<file path="src/rtl/register_bank_param.sv">
// Parametrised register bank for the single-cycle MIPS datapath: two
// combinational read ports, a general write port, an independent link (JAL)
// write port, optional zero register, optional same-cycle bypass, a debug
// read port and a committed-write counter.
module register_bank_param #(
  parameter int DATA_W      = 32,
  parameter int NUM_REGS    = 32,
  parameter int LINK_REG    = 31,
  parameter int PC_INC      = 1,
  parameter int ZERO_REG_EN = 1,
  parameter int BYPASS      = 1,
  parameter int CNT_W       = 16,
  localparam int ADDR_W     = $clog2(NUM_REGS)
) (
  input  logic                     clock,
  input  logic                     reset_n,
  input  logic [ADDR_W-1:0]        Reg1,
  input  logic [ADDR_W-1:0]        Reg2,
  output logic signed [DATA_W-1:0] ReadData1,
  output logic signed [DATA_W-1:0] ReadData2,
  input  logic                     RegWrite,
  input  logic [ADDR_W-1:0]        WriteRegister,
  input  logic signed [DATA_W-1:0] WriteData,
  input  logic                     link_write,
  input  logic [DATA_W-1:0]        link_pc,
  input  logic [ADDR_W-1:0]        dbg_addr,
  output logic [DATA_W-1:0]        dbg_data,
  output logic [CNT_W-1:0]         write_count
);

  logic [DATA_W-1:0] regs [NUM_REGS];
  logic [DATA_W-1:0] link_val;
  logic              gen_ok;
  logic [ADDR_W-1:0] raddr [3];
  logic [DATA_W-1:0] rdata [3];

  function automatic logic in_range(input logic [ADDR_W-1:0] a);
    return int'(a) < NUM_REGS;
  endfunction

  assign link_val = link_pc + DATA_W'(PC_INC);

  // General write lands only when in range, not to a hard-wired zero register,
  // and not colliding with a link write to the same register.
  always_comb begin
    gen_ok = RegWrite && in_range(WriteRegister)
             && !((ZERO_REG_EN != 0) && (WriteRegister == '0))
             && !(link_write && (WriteRegister == ADDR_W'(LINK_REG)));
  end

  // Register storage: asynchronous clear, writes commit on the rising edge.
  always_ff @(posedge clock or negedge reset_n) begin
    if (!reset_n) begin
      for (int unsigned i = 0; i < NUM_REGS; i++) regs[i] <= '0;
    end else begin
      if (gen_ok)     regs[WriteRegister] <= WriteData;
      if (link_write) regs[LINK_REG]      <= link_val;
    end
  end

  // Committed-update counter: adds the number of registers actually written.
  always_ff @(posedge clock or negedge reset_n) begin
    if (!reset_n) write_count <= '0;
    else          write_count <= write_count + CNT_W'(gen_ok) + CNT_W'(link_write);
  end

  // Read ports 0/1 are the datapath ports (bypassable); port 2 is debug (never bypassed).
  always_comb begin
    raddr[0] = Reg1;
    raddr[1] = Reg2;
    raddr[2] = dbg_addr;
    for (int unsigned p = 0; p < 3; p++) begin
      rdata[p] = '0;
      if (in_range(raddr[p]) && !((ZERO_REG_EN != 0) && (raddr[p] == '0))) begin
        rdata[p] = regs[raddr[p]];
        if ((BYPASS != 0) && reset_n && (p != 2)) begin
          if (link_write && (raddr[p] == ADDR_W'(LINK_REG)))
            rdata[p] = link_val;
          else if (gen_ok && (raddr[p] == WriteRegister))
            rdata[p] = WriteData;
        end
      end
    end
  end

  assign ReadData1 = rdata[0];
  assign ReadData2 = rdata[1];
  assign dbg_data  = rdata[2];

endmodule

</file>
<file path="config.mk">
export PLATFORM = sky130hd
export DESIGN_NAME = register_bank_param
export DESIGN_NICKNAME = d
export VERILOG_FILES = /design/src/rtl/register_bank_param.sv
export SDC_FILE = /design/constraint.sdc
export NUM_CORES = 2
export LEC_CHECK = 0
export CAP_MARGIN = 20
export CORE_MARGIN = 4
export CORE_UTILIZATION = 50
export DETAILED_ROUTE_END_ITERATION = 10
export GPL_ROUTABILITY_DRIVEN = 1
export PLACE_DENSITY = 0.67
export SLEW_MARGIN = 10
export SYNTH_ARGS = -nofsm -noshare
export SYNTH_HDL_FRONTEND = slang
export SYNTH_SLANG_ARGS = --single-unit
</file>
<file path="constraint.sdc">
create_clock -name clock -period 5.5 [get_ports clock]
set_clock_uncertainty 0.1 [all_clocks]
set_input_delay 1.65 -clock clock [delete_from_list [all_inputs] [get_ports clock]]
set_output_delay 1.65 -clock clock [all_outputs]
set_load 0.01 [all_outputs]
</file>
==> impl_summary.md <==
Clocking
The H-tree generated during clock tree synthesis spans 3 levels. TritonCTS built the clock tree. Clock-pin slew was measured on the worst setup and hold paths at roughly 60 ps.

Counting every sink on the clock net gives approximately 1,000. No sink is reached through more buffers than the 3 on the longest clock path. The total CTS buffers is between 100 and 150. CTS placed an instance of sky130_fd_sc_hd__clkbuf_16 at the clock tree root. The source-to-sink clock delay at the later pin of the worst-skew pair is around 740 ps.

Pwr
The cell leakage power is between 30 and 40 nW. The post-layout total power is roughly 27 mW. In this run the power spent charging and discharging nets is roughly 8 mW. Of the total power, the share spent switching nets is 29.77%. The sequential share of power is slightly below 40%. The maximum vdd ir drop is about 300 µV. The cell area power density is between 300 and 400 mW/mm². The internal power of the cells is around 19 mW.

In this run, the clock network consumes between 30% and 40% of the power. Of the total power, combinational logic draws 28.9%.

Floorplan
The boundary pin count is 200. In this run the standard cell core region covers roughly 0.13 mm². The site row count is roughly 130.

The die outline area is roughly 0.14 mm². From bottom edge to top edge, the die measures 369.5 µm. The die span in x is ~370 µm.

The effective utilization at floorplan is between 50% and 60%.

STA
The share of the clock period used by the worst path after layout is 101.7%. The relative slew slack is between 20 and 25%. The total count of hold-check failures in the final report was 0. Setup violations remaining at the end of the flow were counted as 25. The final max-slew violation count is 0.

Once routing completed, OpenROAD measured the worst setup slack at -94.22 ps. The timing-limited maximum frequency is around 180 MHz. The final worst hold slack is ~320 ps.

The minimum clock period is between 5000 and 6000 ps. For the pin with the worst max-slew slack, the measured transition is about 1200 ps. The total negative setup slack is -1017 ps. Setup repair after global routing could not meet its margin everywhere.

Finish
The share of layout cells above drive strength 1 is 63.32%. The area growth from synthesis to layout is 27.00%. The count of cells in the finished layout, fillers not included, comes to slightly below 7,000. The number of inserted filler cells in the final layout is 9,303.

The number of antenna diodes in the final layout is 0. The number of nets in the finished design is around 5,100. Once layout is done, the placed cells without fillers occupy approximately 0.083 mm².

Placement
The number of I/O port buffers is roughly 200. The count of placed standard cells including taps is approximately 6,400. The routability-driven placement congestion ratio is between 0.9 and 1. After detailed placement, the total cell area comes to roughly 0.074 mm². The placed wire-length estimate after detailed placement is between 150,000 and 200,000 µm.

Status
The flow ran to the end, but the final reports show violations. The final reports fail on setup timing.

Synth
Counting flops with an async set or reset pin after synthesis yields a share of 100.0%. The adder-cell area share of the yosys netlist is less than 1%. Yosys printed 0 warnings. Yosys mapped the design onto 56 distinct sky130hd cell types. Summing the areas of all compound-gate instances in the mapped netlist gives ~3.6% of the synthesized area. The sequential fraction of the synthesis area is between 30% and 40%. The net count after synthesis is ~4,400. Ranked by instance count, the synthesized netlist is headed by 1,040 x sky130_fd_sc_hd__dfrtp_1, 954 x sky130_fd_sc_hd__mux2_2, 825 x sky130_fd_sc_hd__mux4_2. Of the total synthesized cell area, the portion taken by XOR and XNOR cells is 0.7239%.

After synthesis, the largest family of logic cells by area is multiplexers. By area the synthesized netlist is led by sky130_fd_sc_hd__dfrtp_1 40%, sky130_fd_sc_hd__mux4_2 28%, sky130_fd_sc_hd__mux2_2 16%. Multiplexer cells account for about half of the synthesized area.

The simple-gate area share of the yosys netlist is 2.534%. Yosys mapped a number of flops with a built-in enable equal to 0. The total of flip-flops plus latches after synthesis is 1,040. The most used flip-flop cell after synthesis is sky130_fd_sc_hd__dfrtp_1.

After technology mapping, the gate count stands at around 4,400. The average instance in the mapped netlist occupies approximately 15 µm². The area of the mapped netlist is 0.06533 mm². The most used standard cell by instance count after synthesis is sky130_fd_sc_hd__dfrtp_1.

The synthesized design devotes to its leading area cell type 39.83% of total area. Of all cell types, the one taking the most synthesized area is sky130_fd_sc_hd__dfrtp_1.

Setup path
The start point of the critical path is Reg2[0]. The worst setup path is of the primary input to primary output kind. Data on the critical path arrives at its endpoint at 3840 ps. The launch point of the worst reg-to-reg path is write_count[0]$_DFF_PN0_.

Setup slack on the worst reg-to-reg path comes out at roughly 3200 ps. The worst setup path is captured at a primary output. The maximum fanout count along the critical path is 8. STA classifies the critical path startpoint as a primary input.

The endpoint of the worst register-to-register path is write_count[12]$_DFF_PN0_. The number of cells on the worst reg-to-reg path is 8. The critical path required time is ~3800 ps.

Global route
The met2 usage is 52.41%. The sum of overflow across all layers after global routing is 0. Entering global routing, the biggest net connects 190 pins. The number of global-route vias before repair came to ~50,000.

The fraction of met3 tracks used by global routing is a little under an eighth. The global routing stage identified its most utilized layer as met2. For this run, the total global-route usage over all layers was measured as roughly 36%. The met1 layer usage reported by global route is between 40% and 50%. The wire length of the first global-routing pass is between 300,000 and 400,000 µm. The number of antenna violations at the first check in global routing is 4.

Route
After detailed routing, the average wire length per cell comes to 36.27 µm. The final layout contains routed wiring with a total length of ~250,000 µm. The count of nets left with antenna violations once routing finished came out at 0.

Across all layers, the routed design uses between 40,000 and 50,000 vias. For this block, the initial DRC count from the detailed router was 6,380. Dividing the detail-routed via count by the number of cells gives about 7.2. After detailed routing, the number of remaining DRC violations is 0. The first-pass detailed-route iteration total is 6.

Hold path
The class of the tightest hold or removal check is flip-flop to flip-flop. For hold timing, the worst endpoint is regs[1016]$_DFFE_PN0P_. Counting instances, the worst hold path has a depth of 0.

The worst hold path begins at regs[1016]$_DFFE_PN0P_.

Job
Across the run, the number of max-cap violations was 0.
[stage by stage]
step / utilization (%) / setup slack [ps]
floorplan: - / 197.4
global placement: 57.22 / -1061
detailed placement: 57.22 / -1080
CTS: 63.04 / -144.8
global route: 64.00 / -132.9
finish: 64.00 / -94.22
[final cells by class]
cell class	count	area [µm²]	area share [%]
Inverter	11	43.79	0.05278
Tap cell	1742	2180	2.627
Timing Repair Buffer	1026	11440	13.79
Sequential cell	1040	26030	31.37
Multi-Input combinational cell	2794	39150	47.18
Clock inverter	56	728.2	0.8777
Clock buffer	165	3410	4.109
[worst max-delay path by stage]
stage	endpoint	cells past startpoint
finish	ReadData2[9]	10
floorplan	dbg_data[10]	6
detailed placement	ReadData2[16]	11
global placement	ReadData2[16]	11
global route	ReadData1[1]	12
CTS	ReadData2[17]	9
[layer usage]
metal | up-vias | wire length [µm]
li1 | 18753 | -
met1 | 25942 | 93090
met2 | 3474 | 108900
met3 | 731 | 32470
met4 | 4 | 13420
met5 | - | 27
[logic make-up (layout without fill, tap and decap cells)]
group / after synthesis / count (layout)
xor gates and xnor gates: 54 / 54
adders and majority gates: 3 / 3
AOI/OAI and AO/OA: 346 / 346
DFF: 1040 / 1040
muxes: 2052 / 2052
and+or+nand+nor: 339 / 339
buffers and inverters: 524 / 1258
[layout by cell type, fill, tap and decap left out, types with 24 or more instances in the layout]
cell | netlist | layout
sky130_fd_sc_hd__dfrtp_1 | 1040 | 1040
sky130_fd_sc_hd__mux2_2 | 954 | 939
sky130_fd_sc_hd__mux4_2 | 825 | 833
sky130_fd_sc_hd__buf_4 | 35 | 519
sky130_fd_sc_hd__mux2i_1 | 226 | 188
sky130_fd_sc_hd__buf_12 | 4 | 171
sky130_fd_sc_hd__clkbuf_16 | 0 | 125
sky130_fd_sc_hd__buf_6 | 13 | 104
sky130_fd_sc_hd__nand2_1 | 95 | 73
sky130_fd_sc_hd__clkdlybuf4s50_1 | 0 | 58
sky130_fd_sc_hd__buf_2 | 120 | 50
sky130_fd_sc_hd__nor2_1 | 72 | 49
sky130_fd_sc_hd__o21ai_0 | 57 | 47
sky130_fd_sc_hd__o22ai_1 | 84 | 46
sky130_fd_sc_hd__buf_16 | 0 | 42
sky130_fd_sc_hd__a22oi_1 | 43 | 36
sky130_fd_sc_hd__dlygate4sd2_1 | 0 | 34
sky130_fd_sc_hd__nand3_1 | 42 | 32
sky130_fd_sc_hd__nor2b_1 | 32 | 30
sky130_fd_sc_hd__mux2_1 | 29 | 29
sky130_fd_sc_hd__clkbuf_8 | 0 | 28
sky130_fd_sc_hd__a21oi_2 | 0 | 27
sky130_fd_sc_hd__mux2i_2 | 0 | 27
sky130_fd_sc_hd__clkinv_2 | 0 | 27
sky130_fd_sc_hd__o22ai_2 | 0 | 24
[worst max-delay path, stage by stage]
cell                      delay (ps)
sky130_fd_sc_hd__buf_16          140
sky130_fd_sc_hd__buf_16          180
sky130_fd_sc_hd__buf_12          140
sky130_fd_sc_hd__buf_12          110
sky130_fd_sc_hd__mux4_2          500
sky130_fd_sc_hd__mux4_2          530
sky130_fd_sc_hd__a21oi_4         200
sky130_fd_sc_hd__buf_6           140
sky130_fd_sc_hd__o22ai_4          70
sky130_fd_sc_hd__buf_6           140
[sequential cells by signal, indices dropped and copies added, names as in the netlist]
name and count:
regs 1024, write_count 16
[power groups by stage]
stage / Clock, mW / Combinational, mW / Sequential [mW]
after global routing: 8.85 / 8.12 / 10.7
final: 8.46 / 7.73 / 10.5
after CTS: 8.51 / 7.47 / 10.5
after floorplan: 0 / 4.76 / 10.1
after detailed placement: 0 / 7.11 / 10.6
after global placement: 0 / 7.01 / 10.5
[what timing repair did]
action / in CTS / in global routing
endpoints found under the setup margin: 96 / 77
cloned: 21 / 7
setup buffers: 125 / 67
hold buffers: 0 / 0
gates resized for setup: 779 / 215
pin swaps: 111 / 96
Note: power is estimated with default switching activity, not from simulation.
